`src/rtl/cpu_types_pkg.sv`:
```
// cpu_types_pkg
// Purpose : basic word type shared by the MIPS datapath blocks.
// Contents: WORD_W (machine word width) and word_t.
package cpu_types_pkg;

    localparam int WORD_W = 32;

    typedef logic [WORD_W-1:0] word_t;

endpackage : cpu_types_pkg

```
`src/rtl/mem_arb_pkg.sv`:
```
// mem_arb_pkg
// Purpose : shared definitions for the imem/dmem RAM arbiter.
// Contents: arb_state_t (arbiter FSM states), default starvation bound.
package mem_arb_pkg;

    // Consecutive data grants allowed while a fetch is waiting.
    localparam int STARVE_MAX_DEFAULT = 4;

    typedef enum logic [1:0] {
        IDLE = 2'd0,
        IGNT = 2'd1,
        DGNT = 2'd2
    } arb_state_t;

endpackage : mem_arb_pkg

```
`src/rtl/mem_arbiter.sv`:
```
// mem_arbiter
// Purpose : shares one single-ported RAM between instruction fetch (imem)
//           and data access (dmem). Data wins arbitration; a bounded
//           streak counter lets a waiting fetch through after STARVE_MAX
//           consecutive data grants.
// Ports   :
//   CLK, RST            clock (rising edge), synchronous active-high reset
//   iREN, iaddr         instruction read request / address
//   iload, iwait        instruction data (= ramload), access-not-done flag
//   dREN, dWEN          data read / write request (write wins if both)
//   daddr, dstore       data address / write data
//   dload, dwait        data read data (= ramload), access-not-done flag
//   ramREN, ramWEN      RAM read / write strobes (registered state only)
//   ramaddr, ramstore   RAM address / write data
//   ramload, ram_ack    RAM read data, one-cycle completion pulse
//   o_dbg_state         current arbiter state (arb_state_t encoding)
//   o_dbg_dstreak       current consecutive-data-grant count
//
// Handshake: a requester raises its request and holds it until its wait
// output is 0. The wait goes low for exactly the one cycle in which the RAM
// acks the granted access; load data is valid only in that cycle. Each
// access takes one arbitration cycle in IDLE plus the RAM latency, and
// back-to-back accesses always return to IDLE in between. Once granted, an
// access runs to completion even if the request drops.
module mem_arbiter
    import mem_arb_pkg::*;
    import cpu_types_pkg::*;
#(
    parameter int STARVE_MAX = STARVE_MAX_DEFAULT,
    parameter int ADDR_W     = WORD_W
) (
    input  logic                             CLK,
    input  logic                             RST,
    input  logic                             iREN,
    input  logic [ADDR_W-1:0]                iaddr,
    output logic [ADDR_W-1:0]                iload,
    output logic                             iwait,
    input  logic                             dREN,
    input  logic                             dWEN,
    input  logic [ADDR_W-1:0]                daddr,
    input  logic [ADDR_W-1:0]                dstore,
    output logic [ADDR_W-1:0]                dload,
    output logic                             dwait,
    output logic                             ramREN,
    output logic                             ramWEN,
    output logic [ADDR_W-1:0]                ramaddr,
    output logic [ADDR_W-1:0]                ramstore,
    input  logic [ADDR_W-1:0]                ramload,
    input  logic                             ram_ack,
    output logic [1:0]                       o_dbg_state,
    output logic [$clog2(STARVE_MAX+1)-1:0]  o_dbg_dstreak
);

    localparam int CNT_W = $clog2(STARVE_MAX + 1);

    arb_state_t         r_state;
    logic [ADDR_W-1:0]  r_addr;
    logic [ADDR_W-1:0]  r_store;
    logic               r_is_write;
    logic [CNT_W-1:0]   r_dstreak;

    arb_state_t         w_next_state;
    logic               w_grant_d;
    logic               w_grant_i;
    logic               w_dpend;
    logic               w_force_i;
    logic               w_busy;

    assign w_dpend = dREN | dWEN;
    // A waiting fetch overrides data once the streak has hit its bound.
    assign w_force_i = iREN & (r_dstreak == CNT_W'(STARVE_MAX));

    always_comb begin
        w_next_state = r_state;
        w_grant_d    = 1'b0;
        w_grant_i    = 1'b0;
        case (r_state)
            IDLE: begin
                if (w_dpend && !w_force_i) begin
                    w_next_state = DGNT;
                    w_grant_d    = 1'b1;
                end else if (iREN) begin
                    w_next_state = IGNT;
                    w_grant_i    = 1'b1;
                end
            end
            IGNT, DGNT: begin
                if (ram_ack) begin
                    w_next_state = IDLE;
                end
            end
            default: w_next_state = IDLE;
        endcase
    end

    always_ff @(posedge CLK) begin
        if (RST) begin
            r_state    <= IDLE;
            r_addr     <= '0;
            r_store    <= '0;
            r_is_write <= 1'b0;
            r_dstreak  <= '0;
        end else begin
            r_state <= w_next_state;
            if (w_grant_d) begin
                r_addr     <= daddr;
                r_store    <= dstore;
                r_is_write <= dWEN;
                // Only data grants that actually made a fetch wait count.
                if (iREN) begin
                    if (r_dstreak != CNT_W'(STARVE_MAX)) begin
                        r_dstreak <= r_dstreak + CNT_W'(1);
                    end
                end else begin
                    r_dstreak <= '0;
                end
            end else if (w_grant_i) begin
                r_addr     <= iaddr;
                r_store    <= '0;
                r_is_write <= 1'b0;
                r_dstreak  <= '0;
            end
        end
    end

    // RAM side is a function of registered state only; no request-to-strobe path.
    assign w_busy   = (r_state != IDLE);
    assign ramREN   = w_busy & ~r_is_write;
    assign ramWEN   = w_busy & r_is_write;
    assign ramaddr  = w_busy ? r_addr : '0;
    assign ramstore = (r_state == DGNT) ? r_store : '0;

    // Waits drop only in the ack cycle of the matching grant; an ack in IDLE
    // (e.g. left over from an access abandoned by reset) is ignored.
    assign iwait = ~((r_state == IGNT) & ram_ack);
    assign dwait = ~((r_state == DGNT) & ram_ack);

    assign iload = ramload;
    assign dload = ramload;

    assign o_dbg_state   = r_state;
    assign o_dbg_dstreak = r_dstreak;

endmodule : mem_arbiter

```
`config.mk`:
```
export PLATFORM = sky130hd
export DESIGN_NAME = mem_arbiter
export DESIGN_NICKNAME = d
export VERILOG_FILES = /design/src/rtl/cpu_types_pkg.sv /design/src/rtl/mem_arb_pkg.sv /design/src/rtl/mem_arbiter.sv
export SDC_FILE = /design/constraint.sdc
export NUM_CORES = 1
export LEC_CHECK = 0
export CORE_UTILIZATION = 34
export DETAILED_ROUTE_END_ITERATION = 12
export PLACE_DENSITY_LB_ADDON = 0.05
export SLEW_MARGIN = 20
export SYNTH_ARGS = -nofsm -noshare
export SYNTH_HDL_FRONTEND = slang
export SYNTH_SLANG_ARGS = --single-unit
```
`constraint.sdc`:
```
create_clock -name CLK -period 4.5 [get_ports CLK]
set_clock_uncertainty 0.05 [all_clocks]
set_input_delay 0.9 -clock CLK [delete_from_list [all_inputs] [get_ports CLK]]
set_output_delay 0.9 -clock CLK [all_outputs]
set_load 0.01 [all_outputs]
```
==> flow_summary.ini <==
[pwr]
power_frac_clock = 0.257
p_total_w = 0.001669
leakage_nw = 1.882
power_frac_seq = 0.431
intPower_w = 0.001148
vdd_drop_max_mv = 0.1347
p_switching_w = 0.0005210
p_per_area_nw_per_um2 = 315.4
switching_share = 0.3121
pwr-share-comb = 0.312

[setup_path]
end_kind = primary output
path_class = reg -> out
max_stage_delay_ps = 800
r2r_start = o_dbg_state[0]$_SDFFE_PP0P_
crit_fanout = 33
startpoint_type = register
crit_chain = inv_1, ha_1, and2_1, clkdlybuf4s50_1
crit_required_ps = 3550
cp_slowest_cell = ha_1
cp.arrival_ps = 2400
ff2ff_path_depth = 6
critPathLaunch = o_dbg_state[0]$_SDFFE_PP0P_

[placed_design]
gp_congestion = 0.7440
place_area_um2 = 5135
dp_hpwl_um = 7323
port_buffers = 174

[layout]
multiInputGateArea_um2 = 1614
final_common_cell = clkdlybuf4s50_1
seq_area_um2 = 1401
syn_to_final_growth_pct = 38.56
post-route-util = 0.4860
mostFrequentLayoutCells = clkdlybuf4s50_1 (174), dfxtp_1 (70), nor2_1 (67)
n_fill_cell = 1086
drive_gt1_frac = 0.05106
fin_area_um2 = 5291
diodes = 0
nNetsFinal = 703

[synth]
avgSynthCellArea_um2 = 8.006
yosysWarnings = 0
syn_nets = 616
synth.distinct_cells = 28
netlist_area_um2 = 3819
yosysSeqAreaShare = 0.3670
ys_ff_latch = 70
synth_cells = 477

[drt]
totalWireLength_um = 11380
drtPass1Iterations = 4
drt_iter0_markers = 223
wl_per_cell_um = 16.07
route.vias.total = 3605
drc = 0
avgViaCountPerCell = 5.092
antenna_left = 0

[clocking]
postCtsSetupBuffers = 0
cts_tree = yes
clockRootBuffer = clkbuf_8
cts-buffers-inserted = 9
numClockSinks = 70
clkTransAtPathRegs_ps = 70
htreeDepth = 3
ctsHoldBuffers = 0
cts_resized = 0
cts.path.max_buffers = 2
clk_latency_ps = 330

[timing]
fmax_mhz = 298.9
setup_violations = 0
post-route-period-util = 0.7434
rsz0062_at_grt = false
fin_crit_ps = 3345
slew_violations = 0
finalHoldViolations = 0
worstMarginPinSlew_ps = 970.2
timing.setup.tns_ps = 0
slew_headroom = 0.3532

[global_route]
grt_pass1_vias = 3415
grt_use_total = 0.1896
grt_overflow = 0
grt_start_max_net_pins = 42
antenna_found_initial = 0
grt_pass1_wl_um = 17440

[die]
dieHeight_um = 108.0
die_w_um = 108.0
dieArea_um2 = 11660
io_pins = 271
initial_utilization = 0.3507
coreArea_um2 = 10890
rows = 38

[min_path]
whs_path_depth = 2
min_path_type = reg -> reg
hold_path_startpoint = r_addr[17]$_SDFFE_PP0P_

[outcome]
status = finished clean

[run]
cap_viol_max_count = 0
-- cell families (layout without fill, tap and decap cells) --
| logic type | after synthesis | after routing | synth area share |
|---|---|---|---|
| buf+inv | 143 | 234 | 0.2163 |
| simple gates | 152 | 152 | 0.1913 |
| flops | 70 | 70 | 0.3670 |
| compound gates | 107 | 107 | 0.2090 |
| fa+ha+maj | 5 | 5 | 0.01638 |
-- power by group through the flow --
stage	Combinational (W)	Sequential (W)	Clock [W]
final	0.000521	0.000719	0.000429
after global routing	0.000571	0.000726	0.000477
after CTS	0.000527	0.000718	0.000450
after detailed placement	0.000524	0.000732	0
after global placement	0.000521	0.000731	0
after floorplan	0.000349	0.000727	0
-- per-stage QoR --
stage	setup WS [ps]	std cells	hold WS (ps)
global route	977.2	708	442.0
CTS	1112	708	417.1
detailed placement	1237	693	406.1
finish	1155	708	415.7
floorplan	2237	477	389.2
global placement	1247	693	397.7
-- worst max-delay path, delay by kind of cell, from the launching register on --
| kind | cells | cell delay [ps] |
|---|---|---|
| adders and majority gates | 1 | 800 |
| buffers and inverters | 2 | 650 |
| and+or+nand+nor | 1 | 250 |
| DFF | 1 | 350 |
-- synth_stat cells --
cell type	number	area (µm²)
inv_1	36	135.1
buf_4	65	488.0
buf_2	18	90.09
nand3_1	1	5.000
a211o_1	1	8.760
nor2b_1	1	6.260
nand3b_1	2	15.01
ha_1	5	62.56
a32oi_1	33	289.0
a21boi_0	1	7.510
o31ai_1	1	7.510
nor2_1	67	251.5
nand4_1	2	12.51
buf_6	3	33.78
and3_1	1	6.260
o32ai_1	34	297.8
nand2_1	6	22.52
nor3_1	33	165.2
or2_1	1	6.260
dfxtp_1	70	1401
or3b_2	1	8.760
o21a_1	1	7.510
and2_1	32	200.2
nor2_2	1	6.260
clkbuf_1	21	78.83
nand2b_1	4	25.02
o21ai_0	1	5.000
a21oi_1	35	175.2
-- flip-flops by register name, summed over array words and instances, names as in the netlist --
| register | cells |
|---|---|
| r_is_write | 1 |
| o_dbg_dstreak | 3 |
| o_dbg_state | 2 |
| r_addr | 32 |
| r_store | 32 |
-- routing by layer --
metal / share of wire / routed length [µm] / vias up / track usage
met2: 0.43 / 4922 / 178 / 0.2721
met5: 0 / 0 / - / 0
met1: 0.45 / 5098 / 1657 / 0.2592
met3: 0.11 / 1246 / 13 / 0.06932
li1: - / - / 1757 / -
met4: 0.0098 / 112 / 0 / 0.06556
-- final timing paths --
| path | slack, ps | end |
|---|---|---|
| max | 1150 | ramstore[16] |
| min | 420 | r_addr[17]$_SDFFE_PP0P_ |
| max reg2reg | 1860 | r_addr[17]$_SDFFE_PP0P_ |
| min reg2reg | 420 | r_addr[17]$_SDFFE_PP0P_ |
-- layout make-up --
class                      count  area share
clock buffer                  11     0.02483
timing repair buffer         183      0.3419
multi-input combinational    264      0.3050
tap                          140     0.03310
clock inverter                 4    0.004729
sequential                    70      0.2648
inverter                      36     0.02554
(Power assumes the default switching activity.)
